File: config.mk
export PLATFORM = sky130hd
export DESIGN_NAME = rs_issue_sched
export DESIGN_NICKNAME = d
export VERILOG_FILES = /design/src/rtl/rs_issue_sched.sv
export SDC_FILE = /design/constraint.sdc
export NUM_CORES = 1
export LEC_CHECK = 0
export ABC_AREA = 0
export BUFFER_PORTS_ARGS = -buffer_cell sky130_fd_sc_hd__buf_4
export CAP_MARGIN = 10
export CORE_ASPECT_RATIO = 0.5
export CORE_MARGIN = 8
export CORE_UTILIZATION = 52
export CTS_BUF_LIST = sky130_fd_sc_hd__clkbuf_4 sky130_fd_sc_hd__clkbuf_8
export DETAILED_ROUTE_END_ITERATION = 8
export PLACE_DENSITY_LB_ADDON = 0.08
export SETUP_SLACK_MARGIN = 0.15
export SLEW_MARGIN = 15
export SYNTH_ARGS = -nofsm -noshare
export SYNTH_HDL_FRONTEND = slang
export SYNTH_SLANG_ARGS = --single-unit
File: constraint.sdc
create_clock -name clk -period 38.6 [get_ports clk]
set_input_delay 7.72 -clock clk [delete_from_list [all_inputs] [get_ports clk]]
set_output_delay 7.72 -clock clk [all_outputs]
set_load 0.05 [all_outputs]
File: src/rtl/rs_issue_sched.sv
// Issue scheduler for one bank of single-entry reservation stations: allocates free
// entries to dispatched instructions and picks the oldest ready entry per functional unit.
module rs_issue_sched #(
  parameter int NUM_RS         = 16,
  parameter int ISSUE_WIDTH    = 3,
  parameter int DISPATCH_WIDTH = 3,
  parameter int ROB_WIDTH      = 5,
  parameter int IDX_W          = $clog2(NUM_RS)
) (
  input  logic                              clk,
  input  logic                              rst_n,
  input  logic                              pipe_flush,
  input  logic [NUM_RS*ISSUE_WIDTH-1:0]     rs_wake_up,
  input  logic [NUM_RS-1:0]                 rs_avail,
  input  logic [NUM_RS*(ROB_WIDTH+1)-1:0]   rs_age,
  input  logic [ROB_WIDTH:0]                rob_head,
  input  logic [ISSUE_WIDTH-1:0]            fu_ready,
  input  logic [DISPATCH_WIDTH-1:0]         dispatch_valid,
  output logic [NUM_RS-1:0]                 rs_load,
  output logic [DISPATCH_WIDTH*IDX_W-1:0]   dispatch_rs_idx,
  output logic                              dispatch_stall,
  output logic [NUM_RS-1:0]                 rs_use_en,
  output logic [ISSUE_WIDTH-1:0]            issue_valid,
  output logic [ISSUE_WIDTH*IDX_W-1:0]      issue_idx,
  output logic [IDX_W:0]                    free_count
);
  localparam int AGE_W = ROB_WIDTH + 1;

  logic [NUM_RS-1:0]              rs_use_en_q, rs_use_en_d;
  logic [ISSUE_WIDTH-1:0]         issue_valid_q;
  logic [ISSUE_WIDTH*IDX_W-1:0]   issue_idx_q, issue_idx_d;
  logic [IDX_W:0]                 free_count_q, free_count_d;

  logic [AGE_W-1:0]       rel [NUM_RS];
  logic [ISSUE_WIDTH-1:0] elig [NUM_RS];
  logic [IDX_W-1:0]       grant_idx [ISSUE_WIDTH];
  logic [ISSUE_WIDTH-1:0] grant;

  genvar gi;

  // Distance from the ROB head makes the compare immune to tag wrap-around.
  for (gi = 0; gi < NUM_RS; gi++) begin : g_entry
    logic [ISSUE_WIDTH-1:0] wake;
    assign wake     = rs_wake_up[gi*ISSUE_WIDTH +: ISSUE_WIDTH];
    assign rel[gi]  = rs_age[gi*AGE_W +: AGE_W] - rob_head;
    assign elig[gi] = (wake & (-wake)) & {ISSUE_WIDTH{~rs_avail[gi] & ~rs_use_en_q[gi]}};
  end

  for (gi = 0; gi < ISSUE_WIDTH; gi++) begin : g_fu
    logic             found;
    logic [IDX_W-1:0] best_idx;
    logic [AGE_W-1:0] best_rel;
    // Strict less-than keeps the lower index on equal age.
    always_comb begin
      found    = 1'b0;
      best_idx = '0;
      best_rel = '0;
      for (int e = 0; e < NUM_RS; e++) begin
        if (elig[e][gi] && (!found || (rel[e] < best_rel))) begin
          found    = 1'b1;
          best_idx = IDX_W'(e);
          best_rel = rel[e];
        end
      end
    end
    assign grant[gi]     = found & fu_ready[gi] & ~pipe_flush;
    assign grant_idx[gi] = best_idx;
  end

  always_comb begin
    rs_use_en_d = '0;
    issue_idx_d = issue_idx_q;
    for (int f = 0; f < ISSUE_WIDTH; f++) begin
      if (grant[f]) begin
        rs_use_en_d[grant_idx[f]]      = 1'b1;
        issue_idx_d[f*IDX_W +: IDX_W] = grant_idx[f];
      end
    end
  end

  logic [IDX_W:0]      n_free, n_req;
  logic [NUM_RS-1:0]   remaining;
  logic                slot_found;

  // All-or-nothing allocation: slots in order take the lowest still-free entries.
  always_comb begin
    n_free          = '0;
    n_req           = '0;
    rs_load         = '0;
    dispatch_rs_idx = '0;
    remaining       = rs_avail;
    slot_found      = 1'b0;
    for (int e = 0; e < NUM_RS; e++) n_free = n_free + (IDX_W+1)'(rs_avail[e]);
    for (int k = 0; k < DISPATCH_WIDTH; k++) n_req = n_req + (IDX_W+1)'(dispatch_valid[k]);
    dispatch_stall = pipe_flush | (n_req > n_free);
    if (!dispatch_stall) begin
      for (int k = 0; k < DISPATCH_WIDTH; k++) begin
        slot_found = 1'b0;
        if (dispatch_valid[k]) begin
          for (int e = 0; e < NUM_RS; e++) begin
            if (!slot_found && remaining[e]) begin
              slot_found                        = 1'b1;
              remaining[e]                      = 1'b0;
              rs_load[e]                        = 1'b1;
              dispatch_rs_idx[k*IDX_W +: IDX_W] = IDX_W'(e);
            end
          end
        end
      end
    end
  end

  always_comb begin
    free_count_d = free_count_q;
    for (int e = 0; e < NUM_RS; e++) begin
      free_count_d = free_count_d + (IDX_W+1)'(rs_use_en_q[e]) - (IDX_W+1)'(rs_load[e]);
    end
  end

  always_ff @(posedge clk) begin
    if (!rst_n) begin
      rs_use_en_q   <= '0;
      issue_valid_q <= '0;
      issue_idx_q   <= '0;
      free_count_q  <= (IDX_W+1)'(NUM_RS);
    end else if (pipe_flush) begin
      rs_use_en_q   <= '0;
      issue_valid_q <= '0;
      free_count_q  <= (IDX_W+1)'(NUM_RS);
    end else begin
      rs_use_en_q   <= rs_use_en_d;
      issue_valid_q <= grant;
      issue_idx_q   <= issue_idx_d;
      free_count_q  <= free_count_d;
    end
  end

  assign rs_use_en   = rs_use_en_q;
  assign issue_valid = issue_valid_q;
  assign issue_idx   = issue_idx_q;
  assign free_count  = free_count_q;

endmodule

# ---- Yosys cells after proc, flatten, opt, wreduce, memory -nomap -nowiden
# Cells that the tools add are included.
# W data, S select, Z words.
dict set report totals {
  register_bits 36
  in_bits 175
  output_inout_bits 65
  elab_cells 878
}
dict set report classes {
  n_addsub 81
  n_lt_le_gt_ge 52
  muxes 416
  bitwise_logic 91
  reduce_logical 232
}
# op count
set op_table {}
lappend op_table {{$mux W4} 87}
lappend op_table {{$lt A6 B6 Y1} 45}
lappend op_table {{$mux W6} 45}
lappend op_table {{$mux W1} 269}
lappend op_table {{$mux W16} 11}
lappend op_table {{$add A5 B1 Y5} 27}
lappend op_table {{$and A3 B3 Y3} 32}
lappend op_table {{$sub A6 B6 Y6} 16}
lappend op_table {{$logic_and A1 B1 Y1} 93}
lappend op_table {{$logic_not A1 Y1} 90}
lappend op_table {{$sub A5 B1 Y5} 16}
lappend op_table {{$neg A3 Y3} 16}
lappend op_table {{$logic_or A1 B1 Y1} 45}
lappend op_table {{$not A1 Y1} 34}
lappend op_table {{$or A16 B16 Y16} 2}
lappend op_table {{$and A1 B1 Y1} 22}
lappend op_table {{$lt A4 B5 Y1 const B} 3}
lappend op_table {{$demux W1 S4} 3}
lappend op_table {{$ge A4 B1 Y1 const B} 3}
lappend op_table {{$mux W12} 1}
lappend op_table {{$add A2 B1 Y3} 2}
lappend op_table {{$reduce_and A2 Y1} 3}
lappend op_table {{$add A4 B1 Y5} 1}
lappend op_table {{$gt A3 B5 Y1} 1}
lappend op_table {{other kinds (4)} 5}

# ---- Logic depth before layout (Yosys ltp)
# Gate-level depths: netlist of run 1.
dict set report logic_depth {
  ltp_word 280
  ltp_mapped 168
  ltp_nobuf 159
}

# ---- Worst setup path after synthesis of run 1
# OpenSTA, ideal clock, no wires.
dict set report synth_timing {
  kind {input-to-reg}
  startpoint {input port rob_head[1]}
  endpoint {register rs_use_en_q[12] (netlist: rs_use_en[12])}
  setup_time_ns 0.132
  arrival_ns 36.531
  required_ns 38.468
  path_slack_ns 1.937
  path_stages 154
  n_path_buf 8
  cell_sequence {inv_1 ha_1 nor2b_1 o21ai_0 a21boi_0 or4_1 nand3_1 ha_1 a211oi_1 o21ai_0 a21oi_2 nor2_1 a21oi_1 ha_1 a21o_1 a21o_1 a21o_1 o22a_1 [... 118 more ...] o21a_1 nor2_1 a31oi_1 clkbuf_1 nor2_1 a21o_1 ha_1 a21o_1 a21oi_1 nand2_1 a2111oi_0 nor4b_1 a311o_1 nor3_1 nand3b_1 nor2_1 a22oi_1 a21oi_1}
}
dict set report synth_via {
  elab_chain_len 71
  word_cells_on_any_way 354
  classes_between {add/sub (16); order compare (51); mux (144); bitwise (8); reduce/logical (135)}
}
# item line
set synth_rtl {}
lappend synth_rtl {{from (decl)} 16} ;# input logic [ROB_WIDTH:0] rob_head,
lappend synth_rtl {{$sub A6 B6 Y6} 45} ;# assign rel[gi] = rs_age[gi*AGE_W +: AGE_W] - rob_head;
lappend synth_rtl {{$mux W6} 59} ;# if (elig[e][gi] && (!found || (rel[e] < best_rel))) begin
lappend synth_rtl {{$lt A6 B6 Y1} 59}
lappend synth_rtl {{$logic_or A1 B1 Y1} 59}
lappend synth_rtl {{$logic_and A1 B1 Y1} 59}
lappend synth_rtl {{$mux W6 or $mux W1 (tied branches)} 59}
lappend synth_rtl {{$lt A6 B6 Y1 or $logic_not A1 Y1 (tied branches)} 59}
lappend synth_rtl {{$logic_or A1 B1 Y1} 59}
lappend synth_rtl {{[... 55 more ...]} --}
lappend synth_rtl {{$logic_and A1 B1 Y1 (implied by the code)} 75} ;# rs_use_en_d[grant_idx[f]] = 1'b1;
lappend synth_rtl {{$mux W1 (implied by the code)} 75}
lappend synth_rtl {{$demux W1 S4} 75}
lappend synth_rtl {{$mux W16} 74} ;# if (grant[f]) begin
lappend synth_rtl {{$or A16 B16 Y16 (no line)} --}
lappend synth_rtl {{$mux W16} 74}
lappend synth_rtl {{$or A16 B16 Y16 (no line)} --}
lappend synth_rtl {{$mux W16 (*)} 74}
lappend synth_rtl {{to (signal assigned)} 131} ;# rs_use_en_q <= rs_use_en_d;
lappend synth_rtl {{to (decl)} 29} ;# logic [NUM_RS-1:0] rs_use_en_q, rs_use_en_d;
# Every way passes the cells marked *; elsewhere a longest branch is shown, timed or not.
# A chain may end at the register's enable or synchronous reset.

# ---- Worst setup path after layout of run 1
dict set report layout_timing {
  startpoint {input port rob_head[2]}
  endpoint {register rs_use_en_q[0] (netlist: rs_use_en[0])}
}
# The elaborated chain is that of the path after synthesis.

==> results.json, run 1 <==
{
  "endpoint_type_of_the_worst_setup_path": "flop",
  "design.final.nets": 3376,
  "area_of_the_core_region_mm2": 0.0357,
  "initial_antenna_violation_count": 2,
  "htree_num_levels": 2,
  "worstSetupEndpoint": "rs_use_en[0]$_SDFF_PP0_",
  "netlist.area_leader.share_pct": 21.6,
  "flow.area_growth_from_synthesis_pct": 18.0,
  "cts_tree": "built",
  "worst_setup_hold_path_clk_slew_ps": 80,
  "post_synth_and_or_nand_nor_area_fraction_pct": 22.3,
  "final-setup-viol-count": 0,
  "pwr_density_cell_mw_per_mm2": 60.0,
  "post_route_cells_drive_above_1_share_pct": 19.8,
  "regToRegStartpoint": "rs_use_en[0]$_SDFF_PP0_",
  "ir_worst_vdd_uv": 67.5,
  "placement.cell_area_mm2": 0.0214,
  "ys_async_sr_fraction_pct": 0,
  "ys_ff_latch": 36,
  "insertedDiodeCount": 0,
  "cp_data_required_time_ps": 38720,
  "syn_area_per_cell_um2": 7.38,
  "min_period_ps": 36760,
  "synthMostInstantiatedCell": "ha_1",
  "worstMarginPinSlew_ps": 1050,
  "clock_path_buffers": 2,
  "ys_warnings": 0,
  "crit_path_max_incr_delay_ps": 460,
  "routed_via_density": 6.16,
  "timing.final.crit_share_pct": 95.2,
  "postRouteAntennaNets": 0,
  "final_hold_viol_count": 0,
  "io_buffers": 239,
  "timing_max_transition_violations_final": 0,
  "synth-compound-area-share_pct": 29.1,
  "routed_wl_mm": 68.5,
  "worstSetupStartpoint": "rob_head[2]",
  "main_combinational_cell_family_by_area_after_synthesis": "compound AO/OA/AOI/OAI gates",
  "worst-setup-path-type": "input port to flop",
  "layout.cell_area.non_filler_mm2": 0.0221,
  "clock_skew_ps": 10.3,
  "synth.area.mux_share_pct": 6.48,
  "cts-root-buf": "clkbuf_8",
  "grt.overflow.total": 0,
  "synth_cell_type_count": 106,
  "top_cell_by_count_worst_path": "a21o_1",
  "cap_viol_max_count": 0,
  "wire_length_of_the_first_global_routing_pass_mm": 105,
  "post-synth-top-area-cell": "ha_1",
  "min_path_type": "flop to flop",
  "reg2reg_to": "rs_use_en[0]$_SDFF_PP0_",
  "tritoncts.num_buffers": 5,
  "dieArea_mm2": 0.0427,
  "yosys_most_used_dff": "dfxtp_1",
  "slew-limit-headroom_pct": 29.7,
  "synth-seq-area-share_pct": 3.85,
  "initial_utilization_pct": 52.5,
  "post_synthesis_share_of_cell_area_spent_on_full_adders_half_adders_and_majority_gates_pct": 27.7,
  "post_synthesis_net_count": 3094,
  "synth_edf_count": 0,
  "hpwl_mm": 58.1,
  "fillCellCount": 3410,
  "ys_top_cells_by_count": "ha_1 (324), inv_1 (236), a21oi_1 (205), nand2_1 (205), nor2_1 (195)",
  "die-width_um": 284,
  "place.gp.congestion": 1.01,
  "num_rows": 49,
  "sink_count_of_the_clock_tree": 36,
  "synth.area.top_cells": "ha_1 (22%), a21o_1 (6.0%), fa_1 (5.9%), a21oi_1 (5.5%), inv_1 (4.7%)",
  "cts-hold-fix-buffers": 0,
  "clock_latency_ps": 300,
  "global_route.usage.total_pct": 30.0,
  "vias_in_the_first_global_route": 19278,
  "p_leak_nw": 10.7,
  "drc": 0,
  "dr_total_vias": 20376,
  "maximum_number_of_pins_on_one_net_before_global_route_repair": 30,
  "critical-path-slowest-cell": "or4_1",
  "die_height_um": 150,
  "synth_cells": 2540,
  "reg2reg_depth": 149,
  "synth.cell_area_mm2": 0.0187,
  "arrival_ps": 36880,
  "critical_path_peak_fanout": 11,
  "design_power_total_mw": 1.33,
  "drt-initial-drc-count": 1843,
  "fmaxAchievable_ghz": 0.0272,
  "timing.reg2reg.setup_slack_ps": 9370,
  "synth_xor_xnor_area_share_pct": 4.25,
  "timing.critical_path.from_type": "input port",
  "drt_first_pass_iters": 6,
  "outcome": "finished clean",
  "design.portCount": 240,
  "wl_per_cell_um": 20.7
}
-- how the worst min path moves through the flow --
stage / start / endpoint / depth (start not counted)
final: issue_idx[1]$_SDFFE_PN0P_ / issue_idx[1]$_SDFFE_PN0P_ / 1
after global routing: issue_idx[5]$_SDFFE_PN0P_ / issue_idx[5]$_SDFFE_PN0P_ / 1
after CTS: issue_idx[5]$_SDFFE_PN0P_ / issue_idx[5]$_SDFFE_PN0P_ / 1
after detailed placement: issue_idx[5]$_SDFFE_PN0P_ / issue_idx[5]$_SDFFE_PN0P_ / 1
after global placement: issue_idx[5]$_SDFFE_PN0P_ / issue_idx[5]$_SDFFE_PN0P_ / 1
after floorplan: issue_idx[11]$_SDFFE_PN0P_ / issue_idx[11]$_SDFFE_PN0P_ / 2
-- cells by family (layout without fill, tap and decap cells) --
| family | after synthesis | in the layout |
|---|---|---|
| AO/OA/AOI/OAI | 800 | 800 |
| XOR/XNOR | 91 | 91 |
| adder cells (fa/ha/maj) | 382 | 382 |
| buffers and inverters | 304 | 587 |
| flip-flops | 36 | 36 |
| multiplexers | 112 | 112 |
| AND/OR/NAND/NOR | 815 | 815 |
-- power breakdown --
| part | total [mW] | internal [mW] | leakage, nW | switching (mW) |
|---|---|---|---|---|
| clock | 0.0343 | 0.0191 | 0.0541 | 0.0152 |
| combinational | 1.24 | 0.543 | 10.3 | 0.701 |
| sequential | 0.0486 | 0.0428 | 0.294 | 0.00586 |
-- cell type report --
class	count	area, µm²	area share (%)
clock buffers	5	68.8	0.311
multi-input cells	2200	17200	77.8
clock inverters	3	42.5	0.192
flip-flops and latches	36	721	3.26
repair buffers	343	2590	11.7
inverters	236	890	4.02
well taps	484	606	2.74
-- state kept, by name, indices dropped and copies added (netlist names) --
| signal | count |
|---|---|
| free_count | 5 |
| issue_idx | 12 |
| issue_valid | 3 |
| rs_use_en | 16 |
-- per-stage QoR --
step	cells	hold slack [ps]	setup TNS (ps)	worst slack (ps)	utilization [%]
after floorplan	2540	680	0	1940	-
after global placement	3274	490	0	507	60.0
after detailed placement	3274	495	-4080	-382	60.0
after CTS	3284	514	0	364	60.4
after global routing	3307	533	-3.38	-3.38	62.0
final	3307	517	0	1840	62.0
-- worst max-delay path: cells and delay by family --
kind | cells | cell delay [ps]
compound gates | 75 | 13750
fa+ha+maj | 16 | 4470
buf+inv | 10 | 1390
mux | 8 | 2520
simple gates | 44 | 6940
-- per-layer routing --
layer	up-vias	global-route usage (%)	part of all wire, %
li1	9901	-	-
met1	9564	40.0	44
met2	772	49.8	45
met3	135	3.57	6.8
met4	4	11.3	3.9
met5	-	0	0.047
-- layout by cell type, fill, tap and decap left out, drive strengths merged, types with 43 or more instances in the layout --
cell type / n
and2: 43
buf: 343
mux2: 72
inv: 235
a21oi: 207
a21o: 150
ha: 324
nand2: 206
nor2: 198
o21ai: 140
xnor2: 51
nor3: 65
nand3: 63
fa: 55
-- timing repair --
action	in CTS	in global routing
endpoints found under the setup margin	19	28
gates resized for setup	1	99
pin swaps	1	20
buffers inserted	2	23
cloned	0	0
Power figures use the tool's default switching activity.
==> inputs of run 2 (changes only) <==
--- a/config.mk
+++ b/config.mk
@@ -6,14 +6,15 @@
 export NUM_CORES = 1
 export LEC_CHECK = 0
 export ABC_AREA = 0
-export BUFFER_PORTS_ARGS = -buffer_cell sky130_fd_sc_hd__buf_4
 export CAP_MARGIN = 10
 export CORE_ASPECT_RATIO = 0.5
 export CORE_MARGIN = 8
 export CORE_UTILIZATION = 52
 export CTS_BUF_LIST = sky130_fd_sc_hd__clkbuf_4 sky130_fd_sc_hd__clkbuf_8
 export DETAILED_ROUTE_END_ITERATION = 8
+export DONT_BUFFER_PORTS = 1
 export PLACE_DENSITY_LB_ADDON = 0.08
+export REMOVE_ABC_BUFFERS = 1
 export SETUP_SLACK_MARGIN = 0.15
 export SLEW_MARGIN = 15
 export SYNTH_ARGS = -nofsm -noshare
==> results.json, run 2 (synthesis gave the netlist of run 1 again) <==
{
  "outcome": "finished clean",
  "multi_input_comb_area_mm2": 0.0172,
  "global_route.usage.total_pct": 30.3,
  "crit_path_max_incr_delay_ps": 450,
  "die_height_um": 150,
  "flow.area_growth_from_synthesis_pct": 7.09,
  "hpwl_mm": 58.0,
  "top_cell_by_count_worst_path": "a21o_1",
  "io_buffers": 0,
  "dieArea_mm2": 0.0427,
  "drt_first_pass_iters": 8,
  "fillCellCount": 3551,
  "routed_via_density": 6.41,
  "final_hold_viol_count": 0,
  "sink_count_of_the_clock_tree": 36,
  "cts_tree": "built",
  "dp_slack_ps": -589,
  "timing.final.crit_share_pct": 96.1,
  "fmaxAchievable_ghz": 0.0270,
  "layout.cells.most_common_list": "ha_1 (324), inv_1 (235), nand2_1 (205), a21oi_1 (196), nor2_1 (192)",
  "min_period_ps": 37080,
  "sequential_cell_area_um2": 721,
  "die-width_um": 284,
  "timing.critical_path.max_delay_family": "compound AO/OA/AOI/OAI gates",
  "area_of_the_core_region_mm2": 0.0357,
  "timing.critical_path.from_type": "input port",
  "cts-root-buf": "clkbuf_8",
  "dr_total_vias": 19452,
  "p_leak_nw": 9.28,
  "worst_slack_ps": 1520,
  "min_path_type": "flop to flop",
  "crit_buf_inv": 13,
  "fin_tns_setup_ps": 0,
  "arrival_ps": 37270,
  "clock_path_buffers": 2,
  "final-setup-viol-count": 0,
  "largest_register_ff_count": 16,
  "wl_per_cell_um": 22.6,
  "cp_data_required_time_ps": 38790,
  "clock_latency_ps": 290,
  "clock_skew_ps": 7.06,
  "fin_util_pct": 56.2,
  "initial_utilization_pct": 52.5,
  "vias_in_the_first_global_route": 18357,
  "tritoncts.num_buffers": 5,
  "initial_antenna_violation_count": 2,
  "place.gp.congestion": 0.990,
  "most_common_cell_after_layout_fill_and_taps_aside": "ha_1",
  "routed_wl_mm": 68.7,
  "timing_max_transition_violations_final": 0,
  "cap_viol_max_count": 0,
  "whs_ps": 733,
  "design.final.nets": 3105,
  "rsz0062_at_grt": "no",
  "htree_num_levels": 2,
  "post_route_cells_drive_above_1_share_pct": 11.2,
  "postRouteAntennaNets": 0,
  "critical-path-slowest-cell": "a311oi_4",
  "pwr_density_cell_mw_per_mm2": 61.0,
  "ir_worst_vdd_uv": 59.7,
  "endpoint_type_of_the_worst_setup_path": "flop",
  "worst-setup-path-type": "input port to flop",
  "drc": 0,
  "worstMarginPinSlew_ps": 1240,
  "num_rows": 49,
  "design.portCount": 240,
  "wire_length_of_the_first_global_routing_pass_mm": 105,
  "slew-limit-headroom_pct": 16.9,
  "grt.overflow.total": 0,
  "worst_setup_hold_path_clk_slew_ps": 80,
  "maximum_number_of_pins_on_one_net_before_global_route_repair": 29,
  "critical_path_peak_fanout": 13,
  "drt-initial-drc-count": 1740
}
-- run 2: cell types whose count changed in the layout (fill, tap and decap cells not counted), sizes merged --
cell | before | now
buf | 343 | 72
clkinvlp | 2 | 1
inv | 235 | 236
diode | 0 | 1
-- run 2: what timing repair did --
item,in CTS,in global routing
buffers inserted,5,24
cloned,0,0
gates resized for setup,2,85
pin swaps,2,9
endpoints found under the setup margin,19,28
hold buffers,0,0
-- run 2: power by group --
part | switching (mW) | internal [mW]
Clock | 0.0150 | 0.0191
Combinational | 0.652 | 0.472
Sequential | 0.0231 | 0.0427
-- run 2: per-layer routing --
layer  GRT usage (%)  wire length (µm)  vias up
li1                -                 -     9365
met3            3.01              4420      125
met2            51.1             31400      754
met4            8.76              2190        0
met5               0                 0        -
met1            41.1             30800     9208
-- run 2: path summary, 6_finish.rpt --
check,from,endpoint,slack (ps),depth (start not counted)
max,rs_age[0],rs_use_en[11]$_SDFF_PP0_,1520,144
max reg2reg,rs_use_en[0]$_SDFF_PP0_,rs_use_en[11]$_SDFF_PP0_,8770,139
min,issue_idx[8]$_SDFFE_PN0P_,issue_idx[8]$_SDFFE_PN0P_,730,2
min reg2reg,issue_idx[8]$_SDFFE_PN0P_,issue_idx[8]$_SDFFE_PN0P_,730,2
-- run 2: through the flow --
stage / power, mW / std cells / cell area (µm²)
finish: 1.22 / 3037 / 20100
global route: 1.36 / 3037 / 20100
CTS: 1.17 / 3012 / 19500
detailed placement: 1.13 / 2999 / 19400
global placement: 1.12 / 2999 / 19400
floorplan: 0.855 / 2472 / 18400
-- run 2: final cells by class --
class                           instances  share of cell area [%]
Antenna cell                            1                  0.0125
Tap cell                              484                    3.02
Multi-Input combinational cell       2200                    85.7
Sequential cell                        36                    3.59
Inverter                              236                    4.42
Timing Repair Buffer                   72                    2.69
Clock inverter                          3                   0.212
Clock buffer                            5                   0.343
-- run 2: worst register-to-register path: cells and delay by family, from the launching register on --
kind,cells,cell delay (ps)
AOI/OAI and AO/OA,70,14270
adders and majority gates,15,4350
buffers and inverters,11,1340
muxes,8,2850
DFF,1,620
and+or+nand+nor,35,6250
==> inputs of run 3 (changes only) <==
--- a/config.mk
+++ b/config.mk
@@ -7,7 +7,6 @@
 export LEC_CHECK = 0
 export ABC_AREA = 0
 export CAP_MARGIN = 10
-export CORE_ASPECT_RATIO = 0.5
 export CORE_MARGIN = 8
 export CORE_UTILIZATION = 52
 export CTS_BUF_LIST = sky130_fd_sc_hd__clkbuf_4 sky130_fd_sc_hd__clkbuf_8
==> results.json, run 3 (synthesis gave the netlist of run 1 again) <==
{
  "outcome": "finished clean",
  "arrival_ps": 37090,
  "drc": 0,
  "timing.critical_path.from_type": "input port",
  "sink_count_of_the_clock_tree": 36,
  "clock_path_buffers": 2,
  "cts-root-buf": "clkbuf_8",
  "clock_latency_ps": 300,
  "endpoint_type_of_the_worst_setup_path": "flop",
  "layout.cell_area.non_filler_mm2": 0.0203,
  "pwr_density_cell_mw_per_mm2": 61.1,
  "die_height_um": 206,
  "crit_buf_inv": 12,
  "fin_tns_setup_ps": 0,
  "io_buffers": 0,
  "timing_max_transition_violations_final": 0,
  "design.final.nets": 3138,
  "dieArea_mm2": 0.0424,
  "tritoncts.num_buffers": 5,
  "placedCellCount": 3017,
  "initial_antenna_violation_count": 0,
  "slew-limit-headroom_pct": 18.6,
  "min-delay-start": "issue_idx[11]$_SDFFE_PN0P_",
  "fmaxAchievable_ghz": 0.0271,
  "wire_length_of_the_first_global_routing_pass_mm": 112,
  "place.gp.congestion": 1.03,
  "p_leak_nw": 9.46,
  "drt_first_pass_iters": 7,
  "insertedDiodeCount": 0,
  "cap_viol_max_count": 0,
  "final-setup-viol-count": 0,
  "fillCellCount": 3500,
  "vias_in_the_first_global_route": 19484,
  "timing.final.crit_share_pct": 95.4,
  "whs_ps": 752,
  "worstSetupStartpoint": "rob_head[1]",
  "critical-path-slowest-cell": "a211o_2",
  "placement.cell_area_mm2": 0.0196,
  "postRouteAntennaNets": 0,
  "flow.area_growth_from_synthesis_pct": 8.09,
  "hpwl_mm": 62.5,
  "worst_setup_hold_path_clk_slew_ps": 80,
  "initial_utilization_pct": 52.7,
  "timing.critical_path.max_delay_family": "compound AO/OA/AOI/OAI gates",
  "cts_tree": "built",
  "maximum_number_of_pins_on_one_net_before_global_route_repair": 22,
  "dr_total_vias": 20067,
  "design.portCount": 240,
  "fin_util_pct": 56.9,
  "min_period_ps": 36840,
  "layout.cells.most_common_list": "ha_1 (324), inv_1 (235), nand2_1 (203), a21oi_1 (194), nor2_1 (192)",
  "worst-setup-path-type": "input port to flop",
  "worstMarginPinSlew_ps": 1220,
  "num_rows": 69,
  "wl_per_cell_um": 24.0,
  "largest_register_ff_count": 16,
  "fin_cells": 3046,
  "final_hold_viol_count": 0,
  "grt.overflow.total": 0,
  "area_of_the_core_region_mm2": 0.0356,
  "drt-initial-drc-count": 1689,
  "most_common_cell_after_layout_fill_and_taps_aside": "ha_1",
  "routed_wl_mm": 73.2,
  "htree_num_levels": 2,
  "routed_via_density": 6.59,
  "die-width_um": 206,
  "clock_skew_ps": 7.25,
  "rsz0062_at_grt": "no",
  "min_path_type": "flop to flop",
  "top_cell_by_count_worst_path": "a21o_1",
  "crit_path_max_incr_delay_ps": 470,
  "ir_worst_vdd_uv": 48.8,
  "post_route_cells_drive_above_1_share_pct": 12.0,
  "global_route.usage.total_pct": 33.1,
  "regToRegStartpoint": "rs_use_en[0]$_SDFF_PP0_",
  "critical_path_peak_fanout": 18,
  "cp_data_required_time_ps": 38840
}
-- run 3: changes by cell type in the layout (fill, tap and decap cells not counted), sizes merged --
cell | before | now
diode | 1 | 0
bufinv | 1 | 0
buf | 72 | 105
clkbuf | 5 | 7
clkinv | 1 | 0
-- run 3: per-stage QoR --
step / setup slack (ps) / power, mW
floorplan: 1870 / 0.855
global placement: 849 / 1.11
detailed placement: -448 / 1.14
CTS: 243 / 1.18
global route: 98.0 / 1.36
finish: 1760 / 1.24
-- run 3: final timing paths --
kind,end,slack [ps],depth (start not counted)
hold / removal,issue_idx[11]$_SDFFE_PN0P_,750,2
setup / recovery,rs_use_en[11]$_SDFF_PP0_,1760,145
hold reg to reg,issue_idx[11]$_SDFFE_PN0P_,750,2
setup reg to reg,rs_use_en[11]$_SDFF_PP0_,9000,140
-- run 3: final cells by class --
cell class | instances | area, µm² | share of cell area (%)
well taps | 461 | 577 | 2.85
inverters | 236 | 886 | 4.37
multi-input cells | 2200 | 17200 | 84.8
clock inverters | 1 | 7.51 | 0.0371
flip-flops and latches | 36 | 721 | 3.56
clock buffers | 7 | 90.1 | 0.445
repair buffers | 105 | 788 | 3.89
-- run 3: repair_timing --
item,4_1_cts,5_1_grt
hold buffers,0,0
buffers inserted,0,21
gates resized for setup,2,79
pin swaps,0,10
setup endpoints to repair,15,28
-- run 3: per-layer routing --
metal	vias up	part of all wire [%]	track usage, %
met2	942	47	56.6
met4	0	3.9	11.4
met1	9539	42	42.7
li1	9429	-	-
met5	-	0	0
met3	157	7.4	3.72
-- run 3: tightest hold or removal path, delay by kind of cell, from the launching register on --
kind / cells / cell delay, ps
flip-flops: 1 / 510
AND/OR/NAND/NOR: 1 / 140
AO/OA/AOI/OAI: 1 / 60
-- run 3: report_power, final --
part           switching, mW  leakage (nW)  internal, mW
combinational          0.661          9.12         0.479
clock                 0.0148        0.0479        0.0152
sequential            0.0245         0.294        0.0427
